[config.mk]
export PLATFORM = sky130hd
export DESIGN_NAME = pipe_stall_ctrl
export DESIGN_NICKNAME = d
export VERILOG_FILES = /design/src/rtl/pipe_ctrl_pkg.sv /design/src/rtl/md_busy_timer.sv /design/src/rtl/pipe_stall_ctrl.sv
export SDC_FILE = /design/constraint.sdc
export NUM_CORES = 1
export LEC_CHECK = 0
export CAP_MARGIN = 20
export CORE_MARGIN = 2
export CORE_UTILIZATION = 49
export DETAILED_ROUTE_END_ITERATION = 12
export PLACE_DENSITY = 0.79
export SLEW_MARGIN = 40
export SYNTH_ARGS = -nofsm -noshare
export SYNTH_HDL_FRONTEND = slang
export SYNTH_SLANG_ARGS = --single-unit
[constraint.sdc]
create_clock -name clk -period 2.7 [get_ports clk]
set_input_delay 0.27 -clock clk [delete_from_list [all_inputs] [get_ports clk]]
set_output_delay 0.27 -clock clk [all_outputs]
set_load 0.01 [all_outputs]
[src/rtl/pipe_ctrl_pkg.sv]
// pipe_ctrl_pkg: shared types and defaults for the pipeline stall/flush control
package pipe_ctrl_pkg;

    typedef enum logic {
        IDLE = 1'b0,
        BUSY = 1'b1
    } md_state_t;

    // Encoding of the mult/div select carried with an MD start
    localparam logic MD_MULT = 1'b0;
    localparam logic MD_DIV  = 1'b1;

    // Default busy durations of the MD unit, in cycles after the start edge
    localparam int MULT_CYCLES_DFLT = 5;
    localparam int DIV_CYCLES_DFLT  = 10;

endpackage

[src/rtl/md_busy_timer.sv]
// md_busy_timer: tracks how long the mult/div unit stays busy after a start
module md_busy_timer
    import pipe_ctrl_pkg::*;
#(
    parameter int MULT_CYCLES = MULT_CYCLES_DFLT,
    parameter int DIV_CYCLES  = DIV_CYCLES_DFLT,
    parameter int CNT_W       = 4
) (
    input  logic             clk,
    input  logic             reset,
    input  logic             start,
    input  logic             is_div,
    input  logic             kill,
    output logic             busy,
    output logic [CNT_W-1:0] cnt,
    output logic             overlap
);

    md_state_t state;

    // Timer FSM: a start in IDLE loads the op length, BUSY counts down to 1 then returns to IDLE;
    // an in-flight op ignores kill, and a start while busy only raises the sticky overlap flag
    always_ff @(posedge clk or posedge reset) begin
        if (reset) begin
            state   <= IDLE;
            busy    <= 1'b0;
            cnt     <= '0;
            overlap <= 1'b0;
        end else begin
            case (state)
                IDLE: begin
                    if (start && !kill) begin
                        state <= BUSY;
                        busy  <= 1'b1;
                        cnt   <= (is_div == MD_DIV) ? CNT_W'(DIV_CYCLES) : CNT_W'(MULT_CYCLES);
                    end
                end
                BUSY: begin
                    if (start)
                        overlap <= 1'b1;
                    cnt <= cnt - CNT_W'(1);
                    if (cnt == CNT_W'(1)) begin
                        state <= IDLE;
                        busy  <= 1'b0;
                    end
                end
                default: begin
                    state <= IDLE;
                    busy  <= 1'b0;
                    cnt   <= '0;
                end
            endcase
        end
    end

endmodule

[src/rtl/pipe_stall_ctrl.sv]
// pipe_stall_ctrl: central stall/flush sequencer for the 5-stage pipeline
module pipe_stall_ctrl
    import pipe_ctrl_pkg::*;
#(
    parameter int MULT_CYCLES = MULT_CYCLES_DFLT,
    parameter int DIV_CYCLES  = DIV_CYCLES_DFLT,
    parameter int CNT_W       = 4,
    parameter int STAT_W      = 32
) (
    input  logic              clk,
    input  logic              reset,
    input  logic              D_stall_req,
    input  logic              D_is_md,
    input  logic              E_md_start,
    input  logic              E_md_div,
    input  logic              M_exc_req,
    input  logic              M_eret,
    output logic              FD_stopen,
    output logic              DE_clr,
    output logic              flush_all,
    output logic              md_busy,
    output logic [CNT_W-1:0]  md_cnt,
    output logic              md_overlap,
    output logic [STAT_W-1:0] stall_cnt
);

    logic flush;
    logic md_hz;
    logic stall;

    // Stall/flush decode: flush wins over stall, and all controls are quiet while in reset
    always_comb begin
        flush     = M_exc_req | M_eret;
        md_hz     = D_is_md & (E_md_start | md_busy);
        stall     = (D_stall_req | md_hz) & ~flush;
        FD_stopen = ~reset & stall;
        DE_clr    = ~reset & (stall | flush);
        flush_all = ~reset & flush;
    end

    // Saturating count of stalled cycles
    always_ff @(posedge clk or posedge reset) begin
        if (reset)
            stall_cnt <= '0;
        else if (FD_stopen && stall_cnt != '1)
            stall_cnt <= stall_cnt + STAT_W'(1);
    end

    md_busy_timer #(
        .MULT_CYCLES (MULT_CYCLES),
        .DIV_CYCLES  (DIV_CYCLES),
        .CNT_W       (CNT_W)
    ) u_md_timer (
        .clk     (clk),
        .reset   (reset),
        .start   (E_md_start),
        .is_div  (E_md_div),
        .kill    (flush),
        .busy    (md_busy),
        .cnt     (md_cnt),
        .overlap (md_overlap)
    );

endmodule

* After elaboration in Yosys (flattened, before gate mapping)
Index checks and enable logic that the tools add are counted.
Cells by class: $add $sub $neg 2, equal/unequal tests 4, multiplexer cells 9, bitwise operators 12, reduce and logical (&&, ||, !) cells 5
Operators with widths (number):
- adder 32 x 1 -> 32 bit (second input constant) | 1
- inequality test 32 bit (second input constant) | 1
- 2-to-1 mux 4 bit | 2
- case mux 4 bit (2 select lines) | 1
- AND 1 bit | 5
- equality test 4 x 1 -> 1 bit (second input constant) | 1
- 2-to-1 mux 1 bit | 4
- bitwise OR 1 bit | 4
- case mux 1 bit (2 select lines) | 2
- AND reduction 2 bit | 2
- subtractor 4 x 1 -> 4 bit (second input constant) | 1
- NOT 1 bit | 3
- logical AND 1 bit | 2
- inequality test 2 x 1 -> 1 bit (second input constant) | 1
- inequality test 2 bit (second input constant) | 1
- logical NOT 1 bit | 1
Word-level totals: flip-flop bits (word level) 39, input bits 8

* Logic depth before layout (Yosys ltp)
word-level depth 6, mapped depth 7, gate-level depth less buffers 6

* Cells and area by module
From an unflattened synthesis, not the netlist that was laid out.
Second synthesis, totals: cells, all modules 184, area total of the unflattened synthesis 1968.1 um^2
Modules (own cells, without submodules):
- pipe_stall_ctrl | instances 1, cells each 150, area each 1599.0 um^2, seq. area each 800.8 um^2
- md_busy_timer | instances 1, cells each 34, area each 369.1 um^2, seq. area each 175.2 um^2

* Least setup slack after synthesis
OpenSTA, ideal clock, no wires.
path type register to register, from register stall_cnt[0], to register stall_cnt[15], setup time 0.132 ns, data arrival time 1.991 ns, data required time 2.568 ns, path slack 0.577 ns, cell stages (with the launch flop) 7, period minus slack after synthesis 2.123 ns, cells stage by stage dfrtp_1 -> ha_1 -> nand4_1 -> or4_4 -> o31ai_4 -> nor3_1 -> xor2_1
Between the ends: word-level cells in the longest chain between the ends 2
RTL lines:
- from (decl) | RTL line pipe_stall_ctrl.sv:24 | output logic [STAT_W-1:0] stall_cnt
- from (signal assigned) | RTL line pipe_stall_ctrl.sv:46 | stall_cnt <= stall_cnt + STAT_W'(1);
- parallel branches: the longest is 2 deep, another holds adder 32 x 1 -> 32 bit
Several ways; the timed one is not identified. A chain may end at the register's enable or synchronous reset.

* Final worst setup path
from register stall_cnt[0], to register stall_cnt[21]
Same word-level chain as after synthesis.

==> flow_metrics.env <==
export IMPL_path_clk_slew_ps=70
export IMPL_drt_iter0_markers=136
export IMPL_period_minus_slack_ps=2300
export IMPL_avgSynthCellArea_um2=10.7
export IMPL_yosysWarnings=0
export IMPL_setup_viol=0
export IMPL_p_clk_share_pct=26.5
export IMPL_ys_seq_elements=39
export IMPL_p_leak_nw=1.14
export IMPL_cts_max_level=2
export IMPL_grt_start_max_net_pins=27
export IMPL_ant_nets=0
export IMPL_netlist_instances=186
export IMPL_ys_top_cells_by_area="dfrtp_1 49%, xnor2_1 7.0%, xor2_1 6.6%"
export IMPL_hold_buffers=0
export IMPL_num_vias=1565
export IMPL_cts_sink_count=39
export IMPL_placed_cells=284
export IMPL_clock_skew_ps=1.39
export IMPL_arrival_ps=2470
export IMPL_switchingPower_w=0.000470
export IMPL_fmax_mhz=435
export IMPL_swShare_pct=29.5
export IMPL_grt_pass1_vias=1444
export IMPL_syn2layout_area_growth_pct=33.2
export IMPL_synth_common_cells="39 x dfrtp_1, 17 x nand2_1, 16 x nor2_1, 16 x xnor2_1, 15 x xor2_1"
export IMPL_maxCapViolCount=0
export IMPL_worstPathRequired_ps=2870
export IMPL_hp_class="reg2reg"
export IMPL_fp_coreArea_mm2=0.00397
export IMPL_start_util_pct=50.3
export IMPL_via_per_inst=5.36
export IMPL_num_nets_final=252
export IMPL_synth_ff_type="dfrtp_1"
export IMPL_die_area_mm2=0.00460
export IMPL_irDropWorstVdd_mv=0.440
export IMPL_grt_pass1_wl_um=6930
export IMPL_worstPathCellList="ha_1 > nand4_1 > or4_4 > o31ai_4 > nor3_1 > xnor2_1"
export IMPL_setup_slack_ps=401
export IMPL_seqPwrFrac_pct=48.5
export IMPL_cts_tree="built"
export IMPL_ys_seq_area_share_pct=48.9
export IMPL_slowest_delay_ps=570
export IMPL_numPortBuffers=48
export IMPL_cts_path_max_buffers=2
export IMPL_internal_power_w=0.00112
export IMPL_drive_above_1_share_pct=11.6
export IMPL_finalCritPeriodShare_pct=85.2
export IMPL_gp_congestion=0.828
export IMPL_startpoint_type="flop"
export IMPL_drtPass1Iterations=4
export IMPL_slew_headroom_pct=61.7
export IMPL_synth_edf_count=0
export IMPL_powerDensity_mw_per_mm2=598
export IMPL_synth_top_area_cell="dfrtp_1"
export IMPL_clock_root_buffer="clkbuf_8"
export IMPL_fin_setup_tns_ps=0
export IMPL_tightest_slew_ps=574
export IMPL_dp_hpwl_um=3120
export IMPL_rsz0062_at_grt="no"
export IMPL_insertedDiodeCount=0
export IMPL_insertion_delay_ps=280
export IMPL_syn_area_mm2=0.00200
export IMPL_post_cts_buffers=0
export IMPL_status="finished clean"
export IMPL_track_usage_pct=20.0
export IMPL_grt_overflow=0
export IMPL_cts_resized=0
export IMPL_num_io_pins=49
export IMPL_drv_slew=0
export IMPL_critical_path_max_fanout=10
export IMPL_drc=0
export IMPL_die_y_um=67.8
export IMPL_cts_buffers_inserted=5
export IMPL_dp_slack_ps=372
export IMPL_drt_total_wl_um=4150
export IMPL_synthDistinctLibCells=39
export IMPL_ys_async_sr_fraction_pct=100
export IMPL_die_width_um=67.8
export IMPL_final_hold_viol_count=0
export IMPL_synth_top_area_share_pct=48.9
export IMPL_comb_power_share_pct=25.1
export IMPL_crit_slowest_cell="or4_4"
export IMPL_critPathKind="reg2reg"
export IMPL_rows=23
export IMPL_critical_path_top_delay_family="simple AND/OR/NAND/NOR gates"
export IMPL_final_cells=292
export IMPL_critPathBufInv=0
export IMPL_synth_most_common_cell="dfrtp_1"
export IMPL_wire_per_inst_um=14.2
export IMPL_final_core_util_pct=66.9
export IMPL_total_power_w=0.00159
export IMPL_synth_nets=197
export IMPL_critPathCaptureType="flop"
export IMPL_antenna_found_initial=0
==> area by class of cell <==
type,count,area [um^2]
fill,331,1310
multi-input combinational,136,977
sequential,39,976
timing repair buffer,50,508
clock buffer,8,100
tap,50,62.6
inverter,9,33.8
==> per-layer routing <==
metal  vias up  track usage [%]  share of wire (%)  routed length (um)
met5         -                0                  0                   0
met4         0             6.00                1.2                  51
met3         6             3.95                4.0                 166
met2        34             30.9                 47                1950
met1       760             28.5                 48                1980
li1        765                -                  -                   -
==> power by group through the flow <==
stage,logic (W),registers (W),clock network [W]
after floorplan,0.000195,0.000780,0
after global placement,0.000397,0.000779,0
after detailed placement,0.000396,0.000782,0
after CTS,0.000402,0.000772,0.000430
after global routing,0.000440,0.000789,0.000456
final,0.000399,0.000771,0.000421
==> path summary, 6_finish.rpt <==
check	endpoint	slack (ps)	startpoint	cells after the start
max	stall_cnt[21]	400	stall_cnt[0]	6
min	u_md_timer.overlap	480	u_md_timer.overlap	1
max reg2reg	stall_cnt[21]	400	stall_cnt[0]	6
min reg2reg	u_md_timer.overlap	480	u_md_timer.overlap	1
max in group asynchronous	stall_cnt[31]	1670	reset	3
min in group asynchronous	stall_cnt[1]	500	reset	2
==> flip-flops by register name, indices dropped and copies added, names as in the netlist <==
signal              flops
stall_cnt              32
u_md_timer.busy         1
u_md_timer.overlap      1
u_md_timer.cnt          4
u_md_timer.state        1
==> worst reg2reg max path: stages, from the launching register on <==
cell and delay (ps):
dfrtp_1 400, ha_1 230, nand4_1 140, or4_4 570
o31ai_4 520, nor3_1 160, xnor2_1 160
==> placed cells by master, fill, tap and decap left out, types with 3 or more instances in the layout <==
cell type and count:
clkbuf_8 7, clkdlybuf4s50_1 48, and3_1 4, xnor2_1 16
a21oi_1 4, nor3_2 5, nand3_1 11, a211oi_1 3
and4_1 3, nor3_1 8, dfrtp_1 39, inv_1 9
nor2_1 16, nand2_1 17, ha_1 3, xor2_1 15
nand4_1 9
==> cells by family after synthesis <==
logic type | count (synthesis) | share of synthesized area (%)
buffers and inverters | 11 | 2.13
xor gates and xnor gates | 31 | 13.6
AOI/OAI and AO/OA | 17 | 9.09
adders and majority gates | 3 | 1.88
muxes | 2 | 1.07
DFF | 39 | 48.9
and+or+nand+nor | 83 | 23.3
==> metrics by stage <==
| step | hold slack, ps | cell area, um^2 |
|---|---|---|
| floorplan | 398 | 2000 |
| global placement | 439 | 2560 |
| detailed placement | 462 | 2560 |
| CTS | 478 | 2660 |
| global route | 504 | 2660 |
| finish | 476 | 2660 |
Power figures use the tool's default switching activity.
